--- src/rtl/minimax_rf_pkg.sv ---
// rtl/minimax_rf_pkg.sv - shared types and constants for the minimax register file
package minimax_rf_pkg;

  typedef enum logic {
    CLEAR = 1'b0,
    RUN   = 1'b1
  } rf_state_e;

  localparam int NREG_RV32I   = 32;
  localparam int NREG_RV32E   = 16;
  localparam int XLEN_DEFAULT = 32;

endpackage

--- src/rtl/minimax_rf_clear_seq.sv ---
// rtl/minimax_rf_clear_seq.sv - clear sequencer FSM and storage write-port mux
module minimax_rf_clear_seq
  import minimax_rf_pkg::*;
#(
  parameter int XLEN = XLEN_DEFAULT,
  parameter int NREG = NREG_RV32I
) (
  input  logic            clk,
  input  logic            reset,
  input  logic            clear,
  input  logic            we,
  input  logic [4:0]      waddr,
  input  logic [XLEN-1:0] new_value,
  output logic            run,
  output logic            ready,
  output logic            wr_en,
  output logic [4:0]      wr_addr,
  output logic [XLEN-1:0] wr_data
);

  localparam logic [5:0] NREG_W = 6'(NREG);
  localparam logic [4:0] LAST   = 5'(NREG - 1);

  rf_state_e  state;
  logic [4:0] idx;

  always_ff @(posedge clk or posedge reset) begin
    if (reset) begin
      state <= CLEAR;
      idx   <= 5'd1;
      ready <= 1'b0;
    end else begin
      case (state)
        CLEAR: begin
          idx <= idx + 5'd1;
          if (idx == LAST) begin
            state <= RUN;
            ready <= 1'b1;
          end
        end
        RUN: begin
          if (clear) begin
            state <= CLEAR;
            idx   <= 5'd1;
            ready <= 1'b0;
          end
        end
        default: begin
          state <= CLEAR;
          idx   <= 5'd1;
          ready <= 1'b0;
        end
      endcase
    end
  end

  assign run = (state == RUN);

  // clear takes priority over a coincident write; x0 and out-of-range writes are dropped
  always_comb begin
    wr_en   = 1'b0;
    wr_addr = waddr;
    wr_data = new_value;
    if (state == CLEAR) begin
      wr_en   = 1'b1;
      wr_addr = idx;
      wr_data = '0;
    end else if (we && !clear && waddr != 5'd0 && {1'b0, waddr} < NREG_W) begin
      wr_en = 1'b1;
    end
  end

endmodule

--- src/rtl/minimax_rf_param.sv ---
// rtl/minimax_rf_param.sv - parametrised 2R1W register file with optional write bypass
module minimax_rf_param
  import minimax_rf_pkg::*;
#(
  parameter int XLEN   = XLEN_DEFAULT,
  parameter int NREG   = NREG_RV32I,
  parameter int BYPASS = 1
) (
  input  logic            clk,
  input  logic            reset,
  input  logic [4:0]      addrS,
  input  logic [4:0]      addrD,
  input  logic [4:0]      waddr,
  input  logic [XLEN-1:0] new_value,
  input  logic            we,
  input  logic            clear,
  output logic [XLEN-1:0] rS,
  output logic [XLEN-1:0] rD,
  output logic            ready,
  output logic            illegal
);

  localparam int         AW     = $clog2(NREG);
  localparam logic [5:0] NREG_W = 6'(NREG);

  logic            run;
  logic            wr_en;
  logic [4:0]      wr_addr;
  logic [XLEN-1:0] wr_data;
  logic [XLEN-1:0] regs [1:NREG-1];

  function automatic logic legal(input logic [4:0] a);
    return {1'b0, a} < NREG_W;
  endfunction

  minimax_rf_clear_seq #(
    .XLEN(XLEN),
    .NREG(NREG)
  ) u_clear_seq (
    .clk      (clk),
    .reset    (reset),
    .clear    (clear),
    .we       (we),
    .waddr    (waddr),
    .new_value(new_value),
    .run      (run),
    .ready    (ready),
    .wr_en    (wr_en),
    .wr_addr  (wr_addr),
    .wr_data  (wr_data)
  );

  // no reset on the array: the clear sequencer zeroes it instead
  always_ff @(posedge clk) begin
    if (wr_en) regs[wr_addr[AW-1:0]] <= wr_data;
  end

  always_comb begin
    rS = '0;
    if (run && addrS != 5'd0 && legal(addrS)) begin
      if (BYPASS != 0 && we && waddr == addrS) rS = new_value;
      else rS = regs[addrS[AW-1:0]];
    end
  end

  always_comb begin
    rD = '0;
    if (run && addrD != 5'd0 && legal(addrD)) begin
      if (BYPASS != 0 && we && waddr == addrD) rD = new_value;
      else rD = regs[addrD[AW-1:0]];
    end
  end

  always_ff @(posedge clk or posedge reset) begin
    if (reset) illegal <= 1'b0;
    else if (!run) illegal <= 1'b0;
    else illegal <= !legal(addrS) || !legal(addrD) || (we && !legal(waddr));
  end

endmodule

--- config.mk ---
export PLATFORM = sky130hd
export DESIGN_NAME = minimax_rf_param
export DESIGN_NICKNAME = d
export VERILOG_FILES = /design/src/rtl/minimax_rf_pkg.sv /design/src/rtl/minimax_rf_clear_seq.sv /design/src/rtl/minimax_rf_param.sv
export SDC_FILE = /design/constraint.sdc
export NUM_CORES = 1
export LEC_CHECK = 0
export BUFFER_PORTS_ARGS = -buffer_cell sky130_fd_sc_hd__buf_2
export CORE_MARGIN = 5
export CORE_UTILIZATION = 24
export CTS_CLUSTER_DIAMETER = 120
export DETAILED_ROUTE_END_ITERATION = 16
export GPL_ROUTABILITY_DRIVEN = 0
export PLACE_DENSITY = 0.35
export SLEW_MARGIN = 40
export SYNTH_ARGS = -nofsm -noshare
export SYNTH_HDL_FRONTEND = slang
export SYNTH_SLANG_ARGS = --single-unit
--- constraint.sdc ---
create_clock -name clk -period 7.7 [get_ports clk]
set_clock_uncertainty 0.2 [all_clocks]
set_input_delay 0.77 -clock clk [delete_from_list [all_inputs] [get_ports clk]]
set_output_delay 0.77 -clock clk [all_outputs]
set_load 0.02 [all_outputs]
==> run metrics <==
DRC viols=0; setup bufs post-CTS=0; Netlist cell types=52; register area share after synthesis=62.4%; Yosys top cell by area=edfxtp_1; pwr/cell area=276 mW/mm^2; routed len/inst=34.2 um; CTS tree=built; hold crit path type=in2reg; CP max-delay cell=buf_4; initial antenna violation count=5; Cell Area, Synth=0.0480 mm^2; Vias=30039; Max Cap Viol=0; vias per cell=5.19; RSZ-0062 raised after global routing=no; synthesized net count=2952; critical path peak fanout=34; WHS=106 ps; Die X=457 um; fin. max-slew vios=0; Synth Register Bits=999; GRT Util Overall=18.4%; flop2flop setup slack=3520 ps; Total Nets Final=3094; die footprint=0.209 mm^2; Post-DP HPWL=123000 um; Synth top area share=62.0%; DR pass1 iterations=6; CTS Sinks=999; synth top area cells=edfxtp_1 (62%), mux4_2 (12%), mux2i_1 (11%), a22oi_1 (2.0%), a21oi_1 (1.3%); Antenna Diode Count=0; largest stage delay on the critical path=700 ps; number of global-route vias before repair=31124; Worst Path Arrival=4140 ps; total CTS buffers=112; fraction of registers with async set/reset=0.701%; Crit path top cell by count=buf_4; first-pass GRT wire length=269000 um; synthesis-to-layout area growth=17.8%; leak pwr=18.9 nW; CP top delay family=buffers and inverters; share of layout cells above drive strength 1=25.9%; CP Cell Sequence=buf_2, buf_4, inv_2, o22ai_1, nor4_4, buf_4, a2111oi_0, buf_4, a22o_1, buf_2; WP data required=6730 ps; YS warnings=0; Synth Instances=2899; largest net degree at the start of global routing=88; post-route ant nets=0; Die Y=457 um; result of the run=completed; Worst Tran Pin Value=886 ps; 1st-iter DRT viols=2594; Peak Freq=196 MHz; CTS Buffer Depth=3; core area=0.199 mm^2; Setup crit start kind=primary input; setup TNS=0 ps; Final Critical Period=5110 ps; H-Tree Depth=3; EDFF count, synth=992; Final Hold Violating Endpoints=0; Tcrit/Tclk final=66.4%; Initial Util=24.1%; Ports=117; endpoints failing setup=0; worst vdd ir=0.163 mV; FP Rows=164; Slew Limit Headroom=40.9%; WL final=198000 um; Port-buffer cells=115; sum of buffers and inverters on the critical path=6; Avg Cell Area, Syn=16.6 um^2; clk slew on worst S/H paths=70 ps; crit end category=output pin; Setup CP Type=in2out; Root Driver=clkbuf_16; ys flop type=edfxtp_1; worst skew pair latency=730 ps; total gr overflow=0
metrics by stage:
stage	power, W	area [um^2]	setup slack, ps	std cells	utilization [%]
5_1_grt	0.0162	56600	2570	5790	28.4
3_3_place_gp	0.0102	52200	2000	5553	26.2
2_1_floorplan	0.00865	48000	4050	2899	-
6_report	0.0156	56600	2590	5790	28.4
4_1_cts	0.0158	56600	2540	5790	28.4
3_5_place_dp	0.0103	52900	2540	5582	26.5
sequential cells by signal, indices dropped and copies added (netlist names):
name,count
u_clear_seq.run,1
u_clear_seq.idx,5
regs,992
u_clear_seq.ready,1
cells in the mapped netlist, drive strengths merged (2+ instances only):
| cell | n |
|---|---|
| buf | 125 |
| nor4 | 3 |
| nand3 | 2 |
| a221oi | 64 |
| o2111ai | 2 |
| inv | 15 |
| or3 | 2 |
| a211oi | 65 |
| clkbuf | 130 |
| o211ai | 64 |
| nor3 | 3 |
| nand2b | 10 |
| o21ai | 69 |
| dfrtp | 6 |
| o22ai | 8 |
| a22oi | 126 |
| nor2 | 105 |
| nand2 | 23 |
| edfxtp | 992 |
| a32o | 2 |
| nor2b | 9 |
| mux4 | 258 |
| a21oi | 127 |
| a22o | 64 |
| a2111oi | 63 |
| ha | 2 |
| and2 | 36 |
| mux2i | 509 |
| xnor2 | 5 |
cell families (layout without fill, tap and decap cells):
group | count (synthesis) | after routing | share of synthesized area (%)
flops | 999 | 999 | 62.4
fa+ha+maj | 2 | 2 | 0.0521
compound gates | 658 | 658 | 9.77
mux | 768 | 768 | 22.7
simple gates | 196 | 196 | 1.90
other cells | 1 | 1 | 0.00781
xor+xnor | 5 | 5 | 0.0911
buf+inv | 270 | 505 | 3.09
path summary, 6_finish.rpt:
path	end	start	depth (start not counted)
setup reg to reg	regs[25][20]$_DFFE_PP_	u_clear_seq.run$_DFF_PP0_	6
hold reg to reg	u_clear_seq.idx[0]$_DFFE_PP1P_	u_clear_seq.idx[0]$_DFFE_PP1P_	1
hold / removal	u_clear_seq.idx[3]$_DFFE_PP0P_	clear	2
setup / recovery	rD[17]	addrD[4]	10
min in group asynchronous	u_clear_seq.idx[4]$_DFFE_PP0P_	reset	3
max in group asynchronous	u_clear_seq.idx[0]$_DFFE_PP1P_	reset	3
where the power goes:
| part | total (W) | internal (W) | leakage (nW) | switching [W] |
|---|---|---|---|---|
| Sequential | 0.00712 | 0.00683 | 9.31 | 0.000283 |
| Combinational | 0.00308 | 0.000940 | 7.81 | 0.00214 |
| Clock | 0.00544 | 0.00316 | 1.80 | 0.00228 |
layout make-up:
class	instances	area [um^2]
clock buffers	132	2960
flip-flops and latches	999	30000
repair buffers	283	2380
fillers	19788	143000
well taps	2656	3320
clock inverters	75	699
multi-input cells	1630	17200
inverters	15	58.8
worst reg2reg max path, delay by kind of cell, from the launching register on:
kind	cells	cell delay, ps
buf+inv	3	1480
simple gates	2	830
flops	1	800
mux	1	480
per-layer routing:
metal | vias up | wire (um) | global-route usage (%) | share of wire, %
met4 | 0 | 7630 | 6.75 | 3.8
met1 | 16258 | 81800 | 23.2 | 41
met5 | - | 0 | 0 | 0
met2 | 1016 | 100000 | 32.4 | 50
li1 | 12471 | - | - | -
met3 | 294 | 8830 | 2.33 | 4.5
layout by cell type, fill, tap and decap left out, types with 65 or more instances in the layout:
cell       instances
mux2i_1          509
clkbuf_16        116
a21oi_1          127
edfxtp_1         992
o21ai_0           67
a22oi_1          126
buf_4            123
nor2_1            70
buf_2            110
mux4_2           258
a211oi_1          65
repair_timing:
item,4_1_cts,5_1_grt
hold buffers,1,0
gates resized for setup,0,0
hold endpoints to repair,7,0
Power figures use the tool's default switching activity.
